File: config.mk
export PLATFORM = sky130hd
export DESIGN_NAME = bus_arbiter2
export DESIGN_NICKNAME = d
export VERILOG_FILES = /design/src/rtl/bus_arbiter2_pkg.sv /design/src/rtl/bus_watchdog.sv /design/src/rtl/bus_arbiter2.sv
export SDC_FILE = /design/constraint.sdc
export NUM_CORES = 1
export LEC_CHECK = 0
export ABC_AREA = 1
export ABC_CLOCK_PERIOD_IN_PS = 1700
export BUFFER_PORTS_ARGS = -buffer_cell sky130_fd_sc_hd__buf_2
export CORE_AREA = 2 2 120 122
export CTS_CLUSTER_SIZE = 28
export DETAILED_ROUTE_END_ITERATION = 8
export DIE_AREA = 0 0 122 124
export PLACE_DENSITY_LB_ADDON = 0.05
export SETUP_SLACK_MARGIN = 0.05
export SYNTH_ARGS = -nofsm -noshare
export SYNTH_HDL_FRONTEND = slang
export SYNTH_HIERARCHICAL = 1
export SYNTH_SLANG_ARGS = --single-unit
File: constraint.sdc
create_clock -name clk -period 1.7 [get_ports clk]
set_input_delay 0.17 -clock clk [delete_from_list [all_inputs] [get_ports clk]]
set_output_delay 0.17 -clock clk [all_outputs]
set_load 0.01 [all_outputs]
File: src/rtl/bus_arbiter2_pkg.sv
// Shared definitions for the two-master bus arbiter.
// Holds the default watchdog timeout and burst cap plus the ownership state type.
package bus_arbiter2_pkg;

  // Default cycles a forwarded transfer may wait for the slave before error completion.
  localparam int unsigned BUS_TIMEOUT   = 1023;
  // Default completed transfers before ownership is forcibly released.
  localparam int unsigned BUS_BURST_MAX = 16;

  typedef enum logic [1:0] {
    StIdle = 2'd0,
    StOwn0 = 2'd1,
    StOwn1 = 2'd2
  } arb_state_e;

endpackage

File: src/rtl/bus_watchdog.sv
// Response watchdog for one outstanding bus transfer.
// Ports:
//   clk, rst : clock, synchronous active-high reset
//   start    : transfer forwarded this cycle (arms the counter)
//   done     : slave completed the transfer this cycle (disarms)
//   expire   : TIMEOUT cycles have elapsed since start without done
module bus_watchdog
  import bus_arbiter2_pkg::*;
#(
  parameter int unsigned TIMEOUT = BUS_TIMEOUT
) (
  input  logic clk,
  input  logic rst,
  input  logic start,
  input  logic done,
  output logic expire
);

  localparam int unsigned CW = $clog2(TIMEOUT + 1);

  logic          run_q;
  logic [CW-1:0] cnt_q;

  // cnt_q equals the number of cycles since the strobe cycle, so expiry lands on
  // strobe + TIMEOUT.
  assign expire = run_q && (cnt_q == CW'(TIMEOUT));

  always_ff @(posedge clk) begin
    if (rst) begin
      run_q <= 1'b0;
      cnt_q <= '0;
    end else if (start) begin
      run_q <= 1'b1;
      cnt_q <= CW'(1);
    end else if (done || expire) begin
      run_q <= 1'b0;
      cnt_q <= '0;
    end else if (run_q) begin
      cnt_q <= cnt_q + CW'(1);
    end
  end

endmodule

File: src/rtl/bus_arbiter2.sv
// Two-master bus arbiter merging the instruction- and data-side MMU physical ports
// onto one slave port. Round-robin ownership with a burst cap, combinational
// strobe/completion pass-through and a response watchdog that turns a hung slave
// into an error completion.
// Ports:
//   clk, rst               : clock, synchronous active-high reset
//   mN_req                 : master N requests ownership
//   mN_gnt / mN_hrd        : master N owns the bus / bus held by the other master
//   mN_a, mN_d             : address / write data, held from strobe until ready
//   mN_we, mN_rd           : one-cycle transfer strobes
//   mN_spo, mN_ready, mN_err : read data, completion pulse, completion was a timeout
//   s_a, s_d, s_we, s_rd   : forwarded transfer to the slave
//   s_spo, s_ready         : slave read data and completion
module bus_arbiter2
  import bus_arbiter2_pkg::*;
#(
  parameter int unsigned TIMEOUT   = BUS_TIMEOUT,
  parameter int unsigned BURST_MAX = BUS_BURST_MAX
) (
  input  logic        clk,
  input  logic        rst,
  input  logic        m0_req,
  output logic        m0_gnt,
  output logic        m0_hrd,
  input  logic [31:0] m0_a,
  input  logic [31:0] m0_d,
  input  logic        m0_we,
  input  logic        m0_rd,
  output logic [31:0] m0_spo,
  output logic        m0_ready,
  output logic        m0_err,
  input  logic        m1_req,
  output logic        m1_gnt,
  output logic        m1_hrd,
  input  logic [31:0] m1_a,
  input  logic [31:0] m1_d,
  input  logic        m1_we,
  input  logic        m1_rd,
  output logic [31:0] m1_spo,
  output logic        m1_ready,
  output logic        m1_err,
  output logic [31:0] s_a,
  output logic [31:0] s_d,
  output logic        s_we,
  output logic        s_rd,
  input  logic [31:0] s_spo,
  input  logic        s_ready
);

  localparam int unsigned BW = $clog2(BURST_MAX + 1);

  arb_state_e    state_q, state_d;
  logic          last_q, last_d;
  logic          busy_q, busy_d;
  logic [BW-1:0] burst_q, burst_d;

  logic        owning;
  logic        owner;
  logic        own_req, own_we, own_rd;
  logic [31:0] own_a, own_d;
  logic        fwd, ok, timeout, completion, burst_hit, release_bus;
  logic        expire;

  // Outputs are forced quiet during reset so an in-flight completion is swallowed.
  assign owning  = (state_q != StIdle) && !rst;
  assign owner   = (state_q == StOwn1);

  assign own_req = owner ? m1_req : m0_req;
  assign own_we  = owner ? m1_we  : m0_we;
  assign own_rd  = owner ? m1_rd  : m0_rd;
  assign own_a   = owner ? m1_a   : m0_a;
  assign own_d   = owner ? m1_d   : m0_d;

  assign fwd        = owning && !busy_q && (own_we || own_rd);
  assign ok         = owning && busy_q && s_ready;
  // A slave response in the expiry cycle still counts as a normal completion.
  assign timeout    = owning && busy_q && expire && !s_ready;
  assign completion = ok || timeout;

  assign s_we = fwd && own_we;
  assign s_rd = fwd && own_rd;
  assign s_a  = owning ? own_a : '0;
  assign s_d  = owning ? own_d : '0;

  assign m0_gnt   = owning && !owner;
  assign m1_gnt   = owning && owner;
  assign m0_hrd   = m1_gnt;
  assign m1_hrd   = m0_gnt;
  assign m0_ready = completion && !owner;
  assign m1_ready = completion && owner;
  assign m0_err   = timeout && !owner;
  assign m1_err   = timeout && owner;
  assign m0_spo   = s_spo;
  assign m1_spo   = s_spo;

  assign burst_hit   = completion && (burst_q == BW'(BURST_MAX - 1));
  assign release_bus = owning &&
                       ((!own_req && !busy_q && !(own_we || own_rd)) || burst_hit);

  always_comb begin
    state_d = state_q;
    last_d  = last_q;
    busy_d  = busy_q;
    burst_d = burst_q;

    if (fwd) begin
      busy_d = 1'b1;
    end else if (completion) begin
      busy_d  = 1'b0;
      burst_d = burst_q + BW'(1);
    end

    unique case (state_q)
      StIdle: begin
        if (m0_req && m1_req) begin
          state_d = last_q ? StOwn0 : StOwn1;
        end else if (m0_req) begin
          state_d = StOwn0;
        end else if (m1_req) begin
          state_d = StOwn1;
        end
      end
      StOwn0, StOwn1: begin
        if (release_bus) begin
          state_d = StIdle;
          last_d  = owner;
          burst_d = '0;
        end
      end
      default: state_d = StIdle;
    endcase
  end

  always_ff @(posedge clk) begin
    if (rst) begin
      state_q <= StIdle;
      last_q  <= 1'b1;
      busy_q  <= 1'b0;
      burst_q <= '0;
    end else begin
      state_q <= state_d;
      last_q  <= last_d;
      busy_q  <= busy_d;
      burst_q <= burst_d;
    end
  end

  bus_watchdog #(
    .TIMEOUT(TIMEOUT)
  ) u_watchdog (
    .clk   (clk),
    .rst   (rst),
    .start (fwd),
    .done  (ok),
    .expire(expire)
  );

endmodule
* After elaboration in Yosys (flattened, before gate mapping) *
Cells that the tools add are included.
W data, S select, Z words.

word-level totals
  output and inout port bits = 138
  logic and storage cells = 79
  bits in registers = 20
  input bits = 169

cells by class
  multiplexer cells = 24
  add/sub/neg operators = 2
  equality and inequality tests = 6
  reduce and logical (&&, ||, !) cells = 40

operators with widths
  kind                     count
  $mux W32                 4
  $logic_and A1 B1 Y1      21
  $mux W5                  4
  $add A10 B1 Y10 const B  1
  $eq A10 B10 Y1 const B   1
  $mux W1                  10
  $mux W2                  5
  $logic_not A1 Y1         6
  $reduce_bool A2 Y1       3
  $add A5 B1 Y5 const B    1
  $eq A5 B4 Y1 const B     1
  $logic_or A1 B1 Y1       4
  $ne A4 B4 Y1 const B     1
  $pmux W2 S2              1
  $reduce_and A2 Y1        2
  $reduce_bool A3 Y1       1
  $reduce_or A3 Y1         1
  $eq A2 B1 Y1 const B     1
  $eq A2 B2 Y1 const B     1
  $logic_not A2 Y1         1
  $ne A2 B2 Y1 const B     1
  $reduce_or A2 Y1         1

* Depth between registers and ports, before layout *
Gate-level depths: netlist of the first run.

  depth after elaboration = 11
  gate-level depth with buffers = 14
  mapped depth without buffers = 13

* Cells and area by module *
Netlist of the first run, hierarchy kept.

by module, submodules not included
  module        area each (um^2)  seq. area each (um^2)  cells each  times used
  bus_arbiter2  1,779.2           180.2                  240         1
  bus_watchdog  611.8             220.2                  79          1

* Least setup slack after synthesis of the first run *
No wires, ideal clock.

  path type = register to register
  start point = register u_watchdog.cnt_q[0]
  end point = register burst_q[3]
  path slack = 57 ps
  clock period less this slack = 1,643 ps
  library setup time = 66 ps
  data required time = 1,634 ps
  cell stages (with the launch flop) = 11
  arrival = 1,577 ps
  buffers on the path = 0
  path through = dfxtp_1 ha_1 inv_1 nor3_2 nand3_1 inv_1 inv_1 a21oi_4 nand4_2 or2_1 a21oi_2

on the way
  longest elaborated chain between the ends = 10
  elaborated cells on any way between the ends = 12
  classes of those cells = eq/ne (1); mux (4); reduce/logical (7)

ends and longest elaborated chain
  what                                   RTL line             text
  start: declaration                     bus_watchdog.sv:22   logic [CW-1:0] cnt_q;
  start signal: assignment               bus_watchdog.sv:39   cnt_q <= cnt_q + CW'(1);
  $eq A10 B10 Y1 (*)                     bus_watchdog.sv:26   assign expire = run_q && (cnt_q == CW'(TIMEOUT));
  $logic_and A1 B1 Y1 (*)                bus_watchdog.sv:26
  via expire                             bus_arbiter2.sv:62   logic expire;
  $logic_and A1 B1 Y1 (*) (2 in series)  bus_arbiter2.sv:77   assign timeout = owning && busy_q && expire && !s_ready;
  $logic_or A1 B1 Y1 (*)                 bus_arbiter2.sv:78   assign completion = ok || timeout;
  $logic_and A1 B1 Y1                    bus_arbiter2.sv:96   assign burst_hit = completion && (burst_q == BW'(BURST_MAX - 1));
  $logic_or A1 B1 Y1                     bus_arbiter2.sv:98   ((!own_req && !busy_q && !(own_we || own_rd)) || burst_hit);
  $logic_and A1 B1 Y1                    bus_arbiter2.sv:97   assign release_bus = owning &&
  $mux W5                                bus_arbiter2.sv:124  if (release_bus) begin
  $mux W5 (*)                            bus_arbiter2.sv:113  unique case (state_q)
  end signal: assignment                 bus_arbiter2.sv:144  burst_q <= burst_d;
  end: declaration                       bus_arbiter2.sv:55   logic [BW-1:0] burst_q, burst_d;

Mark *: on every way through the listed nets, which the timed path passes. The rest lies on a longest branch.
A chain may end at the register's enable or synchronous reset.

* Worst setup path in the final report of the first run *
  start point = register state_q[1]
  end point = output port s_a[26]

on the way
  longest elaborated chain between the ends = 3
  elaborated cells on any way between the ends = 5
  classes of those cells = eq/ne (1); mux (2); reduce/logical (2)

ends and longest elaborated chain
  what                                                RTL line                                text
  start: declaration                                  bus_arbiter2.sv:52                      arb_state_e state_q, state_d;
  start signal: assignment                            bus_arbiter2.sv:136                     state_q <= StIdle;
  start signal: assignment                            bus_arbiter2.sv:141                     state_q <= state_d;
  $eq A2 B2 Y1 or $reduce_bool A2 Y1 (tied branches)  bus_arbiter2.sv:66, bus_arbiter2.sv:65
  $mux W32 or $logic_and A1 B1 Y1 (tied branches)     bus_arbiter2.sv:71, bus_arbiter2.sv:65
  $mux W32 (*)                                        bus_arbiter2.sv:82                      assign s_a = owning ? own_a : '0;
  end: declaration                                    bus_arbiter2.sv:42                      output logic [31:0] s_a,

Mark *: on every way between the ends. The rest lies on a longest branch, timed or not.

==> results of run 1 <==
metal layers:
metal	up-vias	track usage	share of wire
li1	1442	-	-
met1	1369	0.1733	0.39
met2	148	0.2476	0.48
met3	6	0.06868	0.12
met4	2	0.01940	0.0042
met5	-	0	0.0014
metrics by stage:
stage / setup slack (ns) / instances / hold slack (ns) / total power [mW]
after CTS: -0.2286 / 697 / 0.2628 / 4.716
after floorplan: 0.05702 / 319 / 0.2391 / 2.106
after global routing: -0.2586 / 703 / 0.2819 / 5.163
after global placement: -0.1317 / 668 / 0.3401 / 3.326
final: -0.1511 / 704 / 0.2721 / 4.836
after detailed placement: -0.1320 / 668 / 0.3401 / 3.306
how the worst max path moves through the flow:
stage                     endpoint  slack [ns]  cells after the start
3_3_place_gp               s_d[11]       -0.13                      9
6_report                   s_a[26]       -0.15                      9
3_5_place_dp   u_watchdog/cnt_q[9]       -0.13                     12
2_1_floorplan           burst_q[3]        0.06                     10
5_1_grt                    s_d[20]       -0.26                      9
4_1_cts                    s_d[20]       -0.23                      9
synthesized netlist by cell type (2+ instances only):
| cell type | number | area (sq um) |
|---|---|---|
| buf_2 | 14 | 70.07 |
| xnor2_1 | 2 | 17.52 |
| nand3_1 | 9 | 45.04 |
| dfxtp_1 | 20 | 400.4 |
| inv_1 | 20 | 75.07 |
| a21oi_2 | 6 | 52.55 |
| nor2_4 | 2 | 22.52 |
| nand2_2 | 5 | 31.28 |
| o21ai_0 | 2 | 10.01 |
| a21oi_1 | 5 | 25.02 |
| nor2_2 | 10 | 62.56 |
| inv_2 | 2 | 7.510 |
| ha_1 | 5 | 62.56 |
| nor2_1 | 21 | 78.83 |
| or2_1 | 2 | 12.51 |
| a22o_1 | 64 | 560.5 |
| nand4_1 | 2 | 12.51 |
| nand3b_1 | 2 | 15.01 |
| buf_4 | 67 | 503.0 |
| xor2_1 | 5 | 43.79 |
| nand2_1 | 43 | 161.4 |
state kept, by name, summed over array words and instances, names as in the netlist:
name and count:
burst_q 5, last_q 1, u_watchdog/cnt_q 10, busy_q 1, u_watchdog/run_q 1, state_q 2
power by group:
part	total [mW]	internal, mW	switching (mW)
Clock	0.672	0.468	0.204
Sequential	0.588	0.536	0.0522
Combinational	3.58	1.93	1.65
Total	4.84	2.93	1.90
timing repair:
action,4_1_cts,5_1_grt
endpoints found under the setup margin,91,93
gates cloned,2,1
setup buffers,24,8
resized for setup,83,27
pin swaps,16,30
hold endpoints to repair,0,0
cell usage in the layout, fill, tap and decap left out, types with 3 or more instances in the layout:
| cell type | Yosys | layout |
|---|---|---|
| buf_6 | 0 | 37 |
| xor2_1 | 5 | 5 |
| nand3_2 | 1 | 4 |
| nor2_2 | 10 | 12 |
| a22o_4 | 0 | 3 |
| a21oi_1 | 5 | 3 |
| clkbuf_16 | 0 | 4 |
| inv_1 | 20 | 11 |
| buf_12 | 0 | 11 |
| a22o_1 | 64 | 61 |
| buf_4 | 67 | 46 |
| nor2_1 | 21 | 14 |
| nand2_1 | 43 | 37 |
| nand2_2 | 5 | 8 |
| buf_2 | 14 | 184 |
| ha_4 | 0 | 3 |
| nor2_4 | 2 | 7 |
| dfxtp_1 | 20 | 15 |
| inv_2 | 2 | 9 |
| inv_4 | 1 | 3 |
| nand3_1 | 9 | 5 |
| a21oi_2 | 6 | 8 |
| dfxtp_2 | 0 | 4 |
area by class of cell:
type / count / area, sq um
fill: 1525 / 9403
timing repair buffer: 280 / 1943
multi-input combinational: 196 / 1538
sequential: 20 / 409.1
tap: 180 / 225.2
inverter: 23 / 93.84
clock buffer: 3 / 75.07
clock inverter: 1 / 30.03
antenna: 1 / 2.502
kinds of logic after synthesis:
logic type	Yosys count	synth area share
AOI/OAI and AO/OA	81	0.2920
xor gates and xnor gates	7	0.02564
adders and majority gates	5	0.02616
buffers and inverters	104	0.2768
DFF	20	0.1674
and+or+nand+nor	102	0.2119
worst max-delay path: stages, from the launching register on:
cell	delay, ns
dfxtp_4	0.36
inv_2	0.05
ha_4	0.16
inv_4	0.07
nand2_8	0.06
nor2_4	0.13
buf_12	0.15
buf_4	0.14
a22o_1	0.16
buf_2	0.14
==> flow_summary_export.csv, run 1 <==
group,metric,value,unit
critical_path,required,1.53,ns
grt,grt_util_all_layers,0.1463,
placed_design,portBuffers,210,
synthesis,async_flop_share,0,
clock_tree,cts_root_buf,"clkbuf_16",
synthesis,synth_fp_nets,493,
critical_path,r2r_cells,12,
routing,wl,12300,um
clock_tree,clk_pin_slew,0.06,ns
critical_path,cp-end-kind,"output pin",
routing,wl_per_cell,17.47,um
routing,drc,0,
critical_path,cp_data_arrival_time,1.68,ns
routing,viasPerCell,4.214,
floorplanning,coreArea,13720,sq um
pwr,power_density,1120,nW/um^2
timing,fin_setup_tns,-7.620,ns
routing,final_antenna_net_count,0,
grt,grt.overflow.total,0,
timing,max_freq,540.2,MHz
pwr,vdd_drop_max,0.0005709,V
floorplanning,ioPinCount,307,
clock_tree,clkLatencyLatePin,0.26,ns
routing,route.vias.total,2967,
layout,syn2layout_area_growth,80.53,%
grt,antenna_found_initial,2,
run_status,run_status,"complete, but fails checks",
floorplanning,initial_core_util,0.1743,
synthesis,syn_area,2391,sq um
min_path,hold_class,"input port to flip-flop",
run_status,violations,"negative setup slack",
critical_path,r2r-start,"state_q[1]",
floorplanning,die_h,124,um
critical_path,crit_path_start_kind,"flip-flop",
synthesis,seq_area_frac_synth,0.1675,
clock_tree,cts-buffers-inserted,3,
placed_design,placed_cell_area,3522,sq um
timing,finalHoldViolations,0,
job,drv_cap,0,
placed_design,gp_congestion,0.7101,
floorplanning,placementRows,43,
routing,dr.pass1.iters,4,
timing,setup_viol,79,
synthesis,synth_cell_type_count,32,
timing,fin_crit_sh,1.089,
critical_path,worstSetupPathType,"flip-flop to output pin",
clock_tree,cts.path.max_buffers,2,
timing,finalMaxSlewViolations,0,
min_path,min_to,"busy_q",
critical_path,r2r_slack,-0.07,ns
timing,tightest_slew,0.2311,ns
layout,drive_gt1_frac,0.6845,
floorplanning,dieArea,15130,sq um
synthesis,yosys_warnings,6,
clock_tree,cts-htree-levels,1,
timing,rsz0062_at_grt,"true",
layout,post-route-util,0.3146,
layout,finish.net_count,698,
grt,grt_max_degree,16,
synthesis,syn_avg_cell_area,7.495,sq um
clock_tree,cts_tree,"yes",
floorplanning,dieWidth,122,um
synthesis,synth_ff_type,"dfxtp_1",
grt,grt_pass1_vias,2807,
routing,drt_iter0_markers,91,
timing,clock_skew,0.007276,ns
min_path,worstHoldPathCells,3,
timing,slew_headroom,0.8454,
clock_tree,clock-sinks,20,
grt,grt_pass1_wl,16530,um
timing,fin_crit,1.851,ns
critical_path,cp-startpoint,"state_q[1]",
critical_path,path_max_fanout,6,
placed_design,hpwlAfterDp,10290,um
critical_path,r2r_end,"burst_q[2]",
timing,fin_ws,-0.1511,ns
min_path,worstHoldStart,"rst",
synthesis,postSynthCellCount,319,
layout,final_area,4317,sq um
synthesis,synth_seq_cells,20,
clock_tree,hold_buffers,0,
synthesis,synth_edf_count,0,
pwr,p_leak,2.180,nW
(Power assumes the default switching activity.)
==> inputs of run 2 (changes only) <==
==> constraint.sdc (replaced) <==
create_clock -name clk -period 1.7 [get_ports clk]
set_input_delay 0.085 -clock clk [delete_from_list [all_inputs] [get_ports clk]]
set_output_delay 0.085 -clock clk [all_outputs]
set_load 0.01 [all_outputs]
==> flow_summary_export.csv, run 2 (synthesis gave the netlist of run 1 again) <==
group,metric,value,unit
routing,wl_per_cell,18.53,um
pwr,power_density,1114,nW/um^2
routing,route.vias.total,2966,
timing,fin_crit,1.821,ns
layout,largest-register,"u_watchdog/cnt_q",
critical_path,cp-end-kind,"output pin",
clock_tree,clkLatencyLatePin,0.26,ns
timing,tightest_slew,0.3202,ns
timing,finalHoldViolations,0,
timing,fin_crit_sh,1.071,
layout,final_area,4372,sq um
critical_path,cp_data_arrival_time,1.74,ns
critical_path,required,1.62,ns
routing,drc,0,
layout,largest_reg_flops,10,
min_path,hold_class,"input port to flip-flop",
layout,reg_top3,"u_watchdog/cnt_q x10, burst_q x5, state_q x2",
grt,antenna_found_initial,4,
timing,rsz0062_at_grt,"true",
routing,final_antenna_net_count,0,
placed_design,dpl.cell_count,659,
layout,most-common-layout-cells,"182 x buf_2, 61 x a22o_1, 37 x buf_6, 36 x nand2_1, 30 x buf_4",
clock_tree,cts.path.max_buffers,2,
critical_path,path_cells,"inv_4 > ha_4 > inv_4 > buf_6 > nor2_4 > buf_6 > buf_12 > a22o_1 > buf_4",
pwr,power.switching,1.949,mW
grt,grt_pass1_vias,2741,
floorplanning,placementRows,43,
placed_design,portBuffers,210,
critical_path,worst-path-buf-inv,6,
pwr,vdd_drop_max,0.0005653,V
floorplanning,initial_core_util,0.1743,
critical_path,cp_slowest_cell,"dfxtp_2",
pwr,pwr-share-comb,0.765,
timing,holdWs,0.1476,ns
critical_path,path_max_fanout,12,
critical_path,r2r_cells,12,
critical_path,worstSetupPathType,"flip-flop to output pin",
floorplanning,coreArea,13720,sq um
timing,clock_skew,0.004307,ns
layout,layout.cells.non_filler,692,
clock_tree,cts-htree-levels,1,
pwr,power_frac_seq,0.121,
critical_path,r2r_end,"burst_q[2]",
clock_tree,clk_pin_slew,0.06,ns
critical_path,max_stage_delay,0.33,ns
floorplanning,dieWidth,122,um
grt,grt_max_degree,22,
pwr,p_int,2.922,mW
critical_path,r2r_slack,0.02,ns
routing,dr.pass1.iters,4,
clock_tree,cts-buffers-inserted,3,
pwr,p_leak,2.194,nW
layout,final_common_cell,"buf_2",
run_status,violations,"negative setup slack",
critical_path,crit_end,"s_a[2]",
critical_path,crit_path_start_kind,"flip-flop",
timing,finalMaxSlewViolations,0,
placed_design,hpwlAfterDp,10040,um
floorplanning,ioPinCount,307,
routing,viasPerCell,4.286,
timing,fin_setup_tns,-5.955,ns
grt,grt_pass1_wl,17080,um
pwr,clkPwrFrac,0.113,
grt,grt_util_all_layers,0.1542,
critical_path,cp-startpoint,"state_q[0]",
clock_tree,cts_tree,"yes",
clock_tree,clock-sinks,20,
job,drv_cap,0,
pwr,power,4.871,mW
timing,max_freq,549.2,MHz
placed_design,place_ws,-0.06240,ns
timing,fin_ws,-0.1210,ns
run_status,run_status,"complete, but fails checks",
critical_path,cp_top_family,"buffers and inverters",
timing,setup_viol,67,
floorplanning,dieArea,15130,sq um
critical_path,path_depth,9,
floorplanning,die_h,124,um
placed_design,gp_congestion,0.7476,
layout,finish.net_count,685,
grt,grt.overflow.total,0,
layout,drive_gt1_frac,0.6863,
clock_tree,cts_root_buf,"clkbuf_16",
layout,post-route-util,0.3187,
routing,drt_iter0_markers,78,
layout,syn2layout_area_growth,82.84,%
timing,slew_headroom,0.7857,
pwr,power_switching_share,0.4001,
placed_design,placed_cell_area,3405,sq um
clock_tree,hold_buffers,0,
routing,wl,12830,um
critical_path,r2r-start,"state_q[0]",
-- run 2: how the worst min path moves through the flow --
stage / slack (ns) / endpoint / depth (start not counted) / from
final: 0.15 / busy_q / 2 / rst
after global routing: 0.15 / busy_q / 2 / rst
after CTS: 0.14 / busy_q / 2 / rst
after detailed placement: 0.17 / m0_spo[3] / 0 / s_spo[3]
after global placement: 0.17 / m0_spo[3] / 0 / s_spo[3]
after floorplan: 0.15 / busy_q / 1 / rst
-- run 2: final cells by class --
class                   count  area, sq um
flip-flops and latches     20        410.4
fillers                  1514         9348
inverters                  23        93.84
multi-input cells         196         1573
repair buffers            267         1976
diodes                      2        5.005
clock buffers               4        88.84
well taps                 180        225.2
-- run 2: timing repair --
| item | 4_1_cts | 5_1_grt |
|---|---|---|
| buffers inserted | 16 | 3 |
| cloned | 9 | 1 |
| resized for setup | 92 | 32 |
| endpoints found under the hold margin | 0 | 0 |
| setup endpoints to repair | 90 | 94 |
| pin swaps | 35 | 21 |
-- run 2: routing by layer --
layer / part of all wire / up-vias / global-route usage
li1: - / 1421 / -
met1: 0.39 / 1371 / 0.1797
met2: 0.48 / 162 / 0.2605
met3: 0.13 / 8 / 0.07875
met4: 0.0040 / 4 / 0.01940
met5: 0.0021 / - / 0
-- run 2: power groups by stage --
stage | sequential [mW] | clock, mW | combinational, mW
5_1_grt | 0.601 | 0.591 | 3.99
4_1_cts | 0.588 | 0.573 | 3.57
3_3_place_gp | 0.569 | 0 | 2.60
6_report | 0.591 | 0.551 | 3.73
3_5_place_dp | 0.569 | 0 | 2.60
2_1_floorplan | 0.572 | 0 | 1.53
-- run 2: worst register-to-register path, stage by stage, from the launching register on --
cell and delay [ns]:
dfxtp_2 0.35, inv_4 0.05, ha_4 0.17, buf_6 0.12, buf_4 0.15, nand2_2 0.05, nand2_1 0.05, nor2_1 0.09
nand2_1 0.07, nand2_2 0.10, nand2_4 0.08, o21ai_4 0.22, nor2_1 0.07
